File: src/rtl/wb_arbiter_pkg.sv
// Core-wide definitions shared by the decoder, LSU and writeback stage:
// register/word widths, load funct3 encodings and load data extension.
package wb_arbiter_pkg;

  localparam int unsigned XLEN     = 32;
  localparam int unsigned REG_AW   = 5;
  localparam int unsigned NUM_REGS = 1 << REG_AW;

  typedef enum logic [2:0] {
    F3_LB  = 3'b000,
    F3_LH  = 3'b001,
    F3_LW  = 3'b010,
    F3_LBU = 3'b100,
    F3_LHU = 3'b101
  } load_funct3_e;

  typedef struct packed {
    logic [REG_AW-1:0] rd;
    logic [XLEN-1:0]   data;
  } wb_entry_t;

  // Pick the addressed byte/half out of the aligned word and extend it to XLEN.
  function automatic logic [XLEN-1:0] extend_load(input logic [2:0]      funct3,
                                                  input logic [1:0]      addr_lo,
                                                  input logic [XLEN-1:0] word);
    logic [7:0]      byte_sel;
    logic [15:0]     half_sel;
    logic [XLEN-1:0] result;
    byte_sel = 8'(word >> {addr_lo, 3'b000});
    half_sel = addr_lo[1] ? word[31:16] : word[15:0];
    case (funct3)
      F3_LB:   result = {{(XLEN-8){byte_sel[7]}}, byte_sel};
      F3_LH:   result = {{(XLEN-16){half_sel[15]}}, half_sel};
      F3_LBU:  result = {{(XLEN-8){1'b0}}, byte_sel};
      F3_LHU:  result = {{(XLEN-16){1'b0}}, half_sel};
      default: result = word;
    endcase
    return result;
  endfunction

endpackage

File: src/rtl/wb_arbiter_if.sv
// Writeback-stage bus: ALU result, LSU load response and register-file write port.
// slave = the arbiter itself; master = the pipeline/LSU/regfile around it.
interface wb_arbiter_if;
  import wb_arbiter_pkg::*;

  logic                alu_valid_i;
  logic [REG_AW-1:0]   alu_rd_i;
  logic [XLEN-1:0]     alu_data_i;
  logic                alu_stall_o;

  logic                lsu_valid_i;
  logic                lsu_ready_o;
  logic [REG_AW-1:0]   lsu_rd_i;
  logic [2:0]          lsu_funct3_i;
  logic [1:0]          lsu_addr_lo_i;
  logic [XLEN-1:0]     lsu_rdata_i;

  logic                rd_wr_en_o;
  logic [REG_AW-1:0]   rd_addr_o;
  logic [XLEN-1:0]     rd_data_o;
  logic [NUM_REGS-1:0] pending_mask_o;

  modport slave (
    input  alu_valid_i, alu_rd_i, alu_data_i,
    output alu_stall_o,
    input  lsu_valid_i, lsu_rd_i, lsu_funct3_i, lsu_addr_lo_i, lsu_rdata_i,
    output lsu_ready_o,
    output rd_wr_en_o, rd_addr_o, rd_data_o, pending_mask_o
  );

  modport master (
    output alu_valid_i, alu_rd_i, alu_data_i,
    input  alu_stall_o,
    output lsu_valid_i, lsu_rd_i, lsu_funct3_i, lsu_addr_lo_i, lsu_rdata_i,
    input  lsu_ready_o,
    input  rd_wr_en_o, rd_addr_o, rd_data_o, pending_mask_o
  );

endinterface

File: src/rtl/wb_load_fifo.sv
// DEPTH-entry circular FIFO of {rd, data} load results, exposing the count and
// a per-slot valid vector plus slot rd fields for pending-mask generation.
module wb_load_fifo
  import wb_arbiter_pkg::*;
#(
  parameter  int unsigned DEPTH = 4,
  localparam int unsigned PTR_W = $clog2(DEPTH),
  localparam int unsigned CNT_W = $clog2(DEPTH + 1)
) (
  input  logic                         clk,
  input  logic                         rst,
  input  logic                         push_i,
  input  wb_entry_t                    push_entry_i,
  input  logic                         pop_i,
  output wb_entry_t                    head_o,
  output logic [CNT_W-1:0]             count_o,
  output logic [DEPTH-1:0]             valid_o,
  output logic [DEPTH-1:0][REG_AW-1:0] rd_o
);

  wb_entry_t          mem_q [DEPTH];
  logic [PTR_W-1:0]   wr_ptr_q, wr_ptr_d;
  logic [PTR_W-1:0]   rd_ptr_q, rd_ptr_d;
  logic [CNT_W-1:0]   count_q, count_d;
  logic [DEPTH-1:0]   valid_q, valid_d;

  always_comb begin
    // NOTE: every output of a combinational block gets a default first, so no path can infer a latch.
    wr_ptr_d = wr_ptr_q;
    rd_ptr_d = rd_ptr_q;
    count_d  = count_q;
    valid_d  = valid_q;
    if (push_i) begin
      valid_d[wr_ptr_q] = 1'b1;
      wr_ptr_d          = wr_ptr_q + PTR_W'(1);
    end
    if (pop_i) begin
      valid_d[rd_ptr_q] = 1'b0;
      rd_ptr_d          = rd_ptr_q + PTR_W'(1);
    end
    case ({push_i, pop_i})
      2'b10:   count_d = count_q + CNT_W'(1);
      2'b01:   count_d = count_q - CNT_W'(1);
      default: count_d = count_q;
    endcase
  end

  // NOTE: state flops use non-blocking assignments so every flop samples pre-edge values.
  always_ff @(posedge clk or posedge rst) begin
    if (rst) begin
      wr_ptr_q <= '0;
      rd_ptr_q <= '0;
      count_q  <= '0;
      valid_q  <= '0;
    end else begin
      wr_ptr_q <= wr_ptr_d;
      rd_ptr_q <= rd_ptr_d;
      count_q  <= count_d;
      valid_q  <= valid_d;
    end
  end

  // NOTE: payload storage has no reset; valid_q/count_q alone say which slots mean anything.
  always_ff @(posedge clk) begin
    if (push_i) mem_q[wr_ptr_q] <= push_entry_i;
  end

  always_comb begin
    for (int unsigned i = 0; i < DEPTH; i++) rd_o[i] = mem_q[i].rd;
  end

  assign head_o  = mem_q[rd_ptr_q];
  assign count_o = count_q;
  assign valid_o = valid_q;

endmodule

File: src/rtl/wb_arbiter.sv
// Writeback arbiter: owns the register-file write port, merging single-cycle
// ALU results with queued (extended) load responses, with starvation relief.
module wb_arbiter
  import wb_arbiter_pkg::*;
#(
  parameter int unsigned DEPTH        = 4,
  parameter int unsigned STARVE_LIMIT = 8
) (
  input logic         clk,
  input logic         rst,
  wb_arbiter_if.slave bus
);

  localparam int unsigned CNT_W = $clog2(DEPTH + 1);
  localparam int unsigned SC_W  = $clog2(STARVE_LIMIT + 1);

  wb_entry_t                    fifo_head;
  wb_entry_t                    push_entry;
  logic [CNT_W-1:0]             fifo_count;
  logic [DEPTH-1:0]             fifo_valid;
  logic [DEPTH-1:0][REG_AW-1:0] fifo_rd;
  logic                         fifo_empty;
  logic                         lsu_ready;
  logic                         push;
  logic                         pop;
  logic                         starve;
  logic                         alu_write;
  logic [NUM_REGS-1:0]          pending_mask;

  logic                         wr_en_q, wr_en_d;
  logic [REG_AW-1:0]            addr_q, addr_d;
  logic [XLEN-1:0]              data_q, data_d;
  logic [SC_W-1:0]              starve_cnt_q, starve_cnt_d;

  wb_load_fifo #(.DEPTH(DEPTH)) u_fifo (
    .clk          (clk),
    .rst          (rst),
    .push_i       (push),
    .push_entry_i (push_entry),
    .pop_i        (pop),
    .head_o       (fifo_head),
    .count_o      (fifo_count),
    .valid_o      (fifo_valid),
    .rd_o         (fifo_rd)
  );

  // Loads to x0 are acknowledged but never queued, so they never write or mark pending.
  assign fifo_empty = (fifo_count == '0);
  assign lsu_ready  = (fifo_count != CNT_W'(DEPTH));
  assign push       = bus.lsu_valid_i && lsu_ready && (bus.lsu_rd_i != '0);
  assign push_entry = '{rd:   bus.lsu_rd_i,
                        data: extend_load(bus.lsu_funct3_i, bus.lsu_addr_lo_i, bus.lsu_rdata_i)};

  assign starve    = !fifo_empty && (starve_cnt_q == SC_W'(STARVE_LIMIT - 1));
  assign alu_write = bus.alu_valid_i && (bus.alu_rd_i != '0) && !starve;
  assign pop       = !fifo_empty && !alu_write;

  always_comb begin
    wr_en_d      = alu_write || pop;
    addr_d       = addr_q;
    data_d       = data_q;
    starve_cnt_d = (fifo_empty || pop) ? '0 : starve_cnt_q + SC_W'(1);
    if (alu_write) begin
      addr_d = bus.alu_rd_i;
      data_d = bus.alu_data_i;
    end else if (pop) begin
      addr_d = fifo_head.rd;
      data_d = fifo_head.data;
    end
  end

  always_ff @(posedge clk or posedge rst) begin
    if (rst) begin
      wr_en_q      <= 1'b0;
      addr_q       <= '0;
      data_q       <= '0;
      starve_cnt_q <= '0;
    end else begin
      wr_en_q      <= wr_en_d;
      addr_q       <= addr_d;
      data_q       <= data_d;
      starve_cnt_q <= starve_cnt_d;
    end
  end

  always_comb begin
    pending_mask = '0;
    for (int unsigned i = 0; i < DEPTH; i++) begin
      if (fifo_valid[i]) pending_mask[fifo_rd[i]] = 1'b1;
    end
  end

  assign bus.alu_stall_o    = starve;
  assign bus.lsu_ready_o    = lsu_ready;
  assign bus.rd_wr_en_o     = wr_en_q;
  assign bus.rd_addr_o      = addr_q;
  assign bus.rd_data_o      = data_q;
  assign bus.pending_mask_o = pending_mask;

endmodule

File: src/flat_wrapper.sv
// flat-port wrapper written by rule: the top's interface ports become plain ports
module wb_arbiter_flat import wb_arbiter_pkg::*;
#(
  parameter int unsigned DEPTH        = 4,
  parameter int unsigned STARVE_LIMIT = 8
)
  (clk, rst, bus_alu_valid_i, bus_alu_rd_i, bus_alu_data_i, bus_alu_stall_o, bus_lsu_valid_i, bus_lsu_rd_i, bus_lsu_funct3_i, bus_lsu_addr_lo_i, bus_lsu_rdata_i, bus_lsu_ready_o, bus_rd_wr_en_o, bus_rd_addr_o, bus_rd_data_o, bus_pending_mask_o);
  wb_arbiter_if bus_i ();
  input logic clk;
  input logic rst;
  input wire logic [$bits(bus_i.alu_valid_i)-1:0] bus_alu_valid_i;
  input wire logic [$bits(bus_i.alu_rd_i)-1:0] bus_alu_rd_i;
  input wire logic [$bits(bus_i.alu_data_i)-1:0] bus_alu_data_i;
  output wire logic [$bits(bus_i.alu_stall_o)-1:0] bus_alu_stall_o;
  input wire logic [$bits(bus_i.lsu_valid_i)-1:0] bus_lsu_valid_i;
  input wire logic [$bits(bus_i.lsu_rd_i)-1:0] bus_lsu_rd_i;
  input wire logic [$bits(bus_i.lsu_funct3_i)-1:0] bus_lsu_funct3_i;
  input wire logic [$bits(bus_i.lsu_addr_lo_i)-1:0] bus_lsu_addr_lo_i;
  input wire logic [$bits(bus_i.lsu_rdata_i)-1:0] bus_lsu_rdata_i;
  output wire logic [$bits(bus_i.lsu_ready_o)-1:0] bus_lsu_ready_o;
  output wire logic [$bits(bus_i.rd_wr_en_o)-1:0] bus_rd_wr_en_o;
  output wire logic [$bits(bus_i.rd_addr_o)-1:0] bus_rd_addr_o;
  output wire logic [$bits(bus_i.rd_data_o)-1:0] bus_rd_data_o;
  output wire logic [$bits(bus_i.pending_mask_o)-1:0] bus_pending_mask_o;
  assign bus_i.alu_valid_i = bus_alu_valid_i;
  assign bus_i.alu_rd_i = bus_alu_rd_i;
  assign bus_i.alu_data_i = bus_alu_data_i;
  assign bus_alu_stall_o = bus_i.alu_stall_o;
  assign bus_i.lsu_valid_i = bus_lsu_valid_i;
  assign bus_i.lsu_rd_i = bus_lsu_rd_i;
  assign bus_i.lsu_funct3_i = bus_lsu_funct3_i;
  assign bus_i.lsu_addr_lo_i = bus_lsu_addr_lo_i;
  assign bus_i.lsu_rdata_i = bus_lsu_rdata_i;
  assign bus_lsu_ready_o = bus_i.lsu_ready_o;
  assign bus_rd_wr_en_o = bus_i.rd_wr_en_o;
  assign bus_rd_addr_o = bus_i.rd_addr_o;
  assign bus_rd_data_o = bus_i.rd_data_o;
  assign bus_pending_mask_o = bus_i.pending_mask_o;
  wb_arbiter #(.DEPTH(DEPTH), .STARVE_LIMIT(STARVE_LIMIT)) u_core (.clk(clk), .rst(rst), .bus(bus_i));
endmodule
File: config.mk
export PLATFORM = sky130hd
export DESIGN_NAME = wb_arbiter_flat
export DESIGN_NICKNAME = d
export VERILOG_FILES = /design/src/rtl/wb_arbiter_pkg.sv /design/src/rtl/wb_arbiter_if.sv /design/src/rtl/wb_load_fifo.sv /design/src/rtl/wb_arbiter.sv /design/src/flat_wrapper.sv
export SDC_FILE = /design/constraint.sdc
export NUM_CORES = 1
export LEC_CHECK = 0
export BUFFER_PORTS_ARGS = -buffer_cell sky130_fd_sc_hd__buf_2
export CAP_MARGIN = 5
export CORE_MARGIN = 5
export CORE_UTILIZATION = 57
export CTS_BUF_LIST = sky130_fd_sc_hd__clkbuf_4 sky130_fd_sc_hd__clkbuf_8 sky130_fd_sc_hd__clkbuf_16
export DETAILED_ROUTE_END_ITERATION = 10
export PLACE_DENSITY_LB_ADDON = 0.1
export SYNTH_ARGS = -nofsm -noshare
export SYNTH_HDL_FRONTEND = slang
export SYNTH_SLANG_ARGS = --single-unit
File: constraint.sdc
create_clock -name clk -period 2.5 [get_ports clk]
set_input_delay 0.375 -clock clk [delete_from_list [all_inputs] [get_ports clk]]
set_output_delay 0.375 -clock clk [all_outputs]
set_load 0.1 [all_outputs]
==> key figures <==
Global routing
  • GRT overflow: 0
  • M3 GR Usage: under 10%
  • Most Used Layer, Global Route: met2
  • GR Layer Usage met2: 42.46%
  • Initial antenna violation count: 0
  • GRT Total Usage: about a quarter
  • Vias in the first global route: about 7200
  • First-pass GRT wire length: 40940 um
  • Met1 usage: 38.26%
  • Pin count of the biggest net entering global routing: 41

Logic synthesis
  • Cell area after synthesis: around 10000 sq um
  • Syn. warnings: 0
  • #FFs+latches synth: between 200 and 250
  • Synth area leader: edfxtp_1
  • Post-synth top area share: a little under half
  • Ys flop type: edfxtp_1
  • Syn avg cell area: 13.88 sq um
  • Top cells by area, synth: edfxtp_1, dfrtp_1, mux4_2, a22oi_2, nand2_1
  • Most frequent cell after synthesis: edfxtp_1
  • Register area share after synthesis: 59.14%
  • Number of cells produced by synthesis: about 700
  • Mapped Nets: 797
  • Commonest cells post-synth: edfxtp_1, nand2_1, dfrtp_1, inv_1, mux4_2
  • EDFF count, synth: approximately 150
  • Distinct cells, synth: 50
  • FFs w/ async S/R, synth: 26.37%

Final layout
  • # diodes: 0
  • Layout cells sized above 1: a little over two fifths
  • Fin nets: a little under 1000
  • Finished Core Util: between 70% and 80%
  • Non-filler cells, final: roughly 1100
  • Area delta synth->final: 25.54%

Placed design
  • Post-place setup slack: ~33 ps
  • Placed cells: approximately 1100
  • Hpwl dp: around 18000 um
  • Buffers on Ports: ~150
  • GPL Wtd Cong: around 0.95

Pwr
  • Net switching power: approximately 0.0065 W
  • Worst vdd ir: roughly 1.1 mV
  • P_leak: 4.816 nW
  • Power density cells: roughly 1200 nW/um^2
  • Sequential share of power: between 30% and 40%
  • Net Sw Frac: 43.95%
  • Clock power frac: 20.4%
  • Total power: about 0.015 W
  • Pint: about 0.0083 W
  • Comb pwr share: a little under half

Critical path
  • Worst Setup End Kind: primary output
  • Worst path arrival time: around 2100 ps
  • Worst R2R Setup Slack: approximately 230 ps
  • Critical path's largest stage delay: 520 ps
  • Worst-path maximum fanout: 7
  • Critical Path Most Common Cell: buf_4
  • R2r startpoint: u_core.starve_cnt_q[0]$_DFF_PP0_
  • Worst EP required: roughly 2100 ps
  • Worst reg-to-reg path cell count: 9
  • Max stage delay cell, worst path: edfxtp_1
  • R2r endpoint: u_core.u_fifo.count_o[2]$_DFFE_PP0P_
  • Crit-path cells: buf_4 > nand3b_1 > o22ai_1 > a221o_1 > buf_4
  • Setup crit start kind: register
  • Worst Path Class, Setup: reg2out

Route
  • WL/cell: 23.36 um
  • Drt pass-1 iters: 5
  • Initial DRC count: about 730
  • Routed Antenna Nets: 0
  • Total number of vias: between 7000 and 8000
  • Vias/cell: ~6.3
  • Residual DRC count: 0
  • Total routed wirelength: between 20000 and 30000 um

Clocking
  • Clock transition at path regs: roughly 60 ps
  • Clk root buf: clkbuf_16
  • CTS tree: built
  • Clk_lat worst skew: 490 ps
  • Clock sink count: between 200 and 250
  • Max clock buf depth: 3
  • Inserted Clock Buffers: 21
  • H-tree levels: 1

Job
  • MaxCap Viol Count: 0

Timing
  • Final hold vios: 0
  • Worst slew margin: between 50 and 60%
  • Clock period minus worst slack: about 2500 ps
  • Final setup margin: 15.54 ps
  • Final setup viols: 0
  • Final Skew: 18.56 ps
  • Achievable frequency: 402.5 MHz
  • Slew Viols, Final: 0
  • Period utilization: between 90% and 100%
  • RSZ-0062 raised after global routing: yes
  • Setup TNS: 0 ps
  • Least-Margin Pin Slew: 730.7 ps

Status
  • Run status: finished, final reports clean

Worst hold path
  • Hold Path Depth: 3
  • Worst Min Path Start: bus_alu_data_i[10]
  • Hold Crit Class: in2reg
  • Hold Path End: u_core.bus.rd_data_o[10]$_DFFE_PP0P_

Floorplanning
  • Core Region: about 17000 sq um
  • IO Count: roughly 160
  • Die X: roughly 140 um
  • Initial core utilization: approximately three fifths
  • Die height: roughly 140 um
  • FP Rows: 47
  • Die ar.: about 20000 sq um
==> area by class of cell <==
class / instances / area, sq um
clock buffers: 25 / 580.6
clock inverters: 13 / 111.4
fillers: 1121 / 4451
inverters: 45 / 168.9
multi-input cells: 416 / 3772
flip-flops and latches: 201 / 5774
well taps: 220 / 275.3
repair buffers: 215 / 1568
==> power groups by stage <==
stage	clock [W]	combinational, W	sequential [W]
2_1_floorplan	0	0.00316	0.00684
3_3_place_gp	0	0.00638	0.00505
3_5_place_dp	0	0.00646	0.00513
4_1_cts	0.00308	0.00661	0.00506
5_1_grt	0.00323	0.00705	0.00514
6_report	0.00302	0.00672	0.00506
==> what timing repair did <==
action | CTS | global route
hold endpoints to repair | 20 | 0
buffers inserted | 9 | 25
pin swaps | 0 | 1
gates cloned | 0 | 0
hold buffers | 1 | 0
resized for setup | 31 | 29
endpoints found under the setup margin | 26 | 22
==> sequential cells by signal, summed over array words and instances, names as in the netlist <==
register	flops
u_core.u_fifo.valid_o	4
u_core.bus.rd_wr_en_o	1
u_core.u_fifo.wr_ptr_q	2
u_core.bus.rd_addr_o	5
u_core.u_fifo.rd_ptr_q	2
u_core.bus.rd_data_o	32
u_core.u_fifo.count_o	3
u_core.starve_cnt_q	4
u_core.u_fifo.mem_q	148
==> critical path: cells and delay by family, from the launching register on <==
kind | cells | cell delay (ps)
flops | 1 | 520
buf+inv | 2 | 500
simple gates | 1 | 250
compound gates | 2 | 350
==> through the flow <==
stage | cell area [sq um] | hold WS (ps)
final | 12250 | 95.63
after global routing | 12250 | 92.04
after detailed placement | 11100 | 401.4
after floorplan | 9893 | 432.4
after global placement | 11100 | 392.0
after CTS | 11960 | 84.87
==> routing by layer <==
layer,part of all wire [%],vias to the layer above
li1,-,3152
met5,0,-
met4,1.8,0
met2,48,372
met3,8.0,40
met1,42,3555
==> cell families after synthesis <==
kind of cell	share of synthesized area (%)
compound gates	15.48
xor+xnor	0.6283
fa+ha+maj	1.487
buf+inv	4.154
flops	59.14
mux	10.03
simple gates	9.091
==> cell usage in the layout (no fill, tap or decap), drive strengths merged, types with 9 or more instances in the layout <==
master and count:
nor3b 10, nor3 11, mux4 37, ha 10
dfrtp 53, a2bb2oi 11, or3b 9, o221ai 16
clkbuf 29, a21oi 19, a221o 15, o22ai 11
edfxtp 148, buf 210, a22oi 44, clkinv 9
nand2 55, nand3b 12, mux2i 10, inv 46
o21ai 46, nor2 28, and3 10
==> how the worst max path moves through the flow <==
stage	slack, ps	end	depth (start not counted)	start
6_report	20	bus_pending_mask_o[22]	5	u_core.u_fifo.mem_q[3][35]$_DFFE_PP_
5_1_grt	-30	bus_pending_mask_o[22]	5	u_core.u_fifo.mem_q[3][35]$_DFFE_PP_
4_1_cts	0.2	bus_pending_mask_o[16]	3	u_core.u_fifo.mem_q[0][32]$_DFFE_PP_
3_5_place_dp	30	u_core.u_fifo.count_o[1]$_DFFE_PP0P_	7	bus_lsu_rd_i[0]
3_3_place_gp	90	u_core.u_fifo.count_o[1]$_DFFE_PP0P_	7	bus_lsu_rd_i[0]
2_1_floorplan	-480	bus_pending_mask_o[16]	3	u_core.u_fifo.mem_q[3][36]$_DFFE_PP_
No activity file was read; power rests on OpenSTA's default activity.
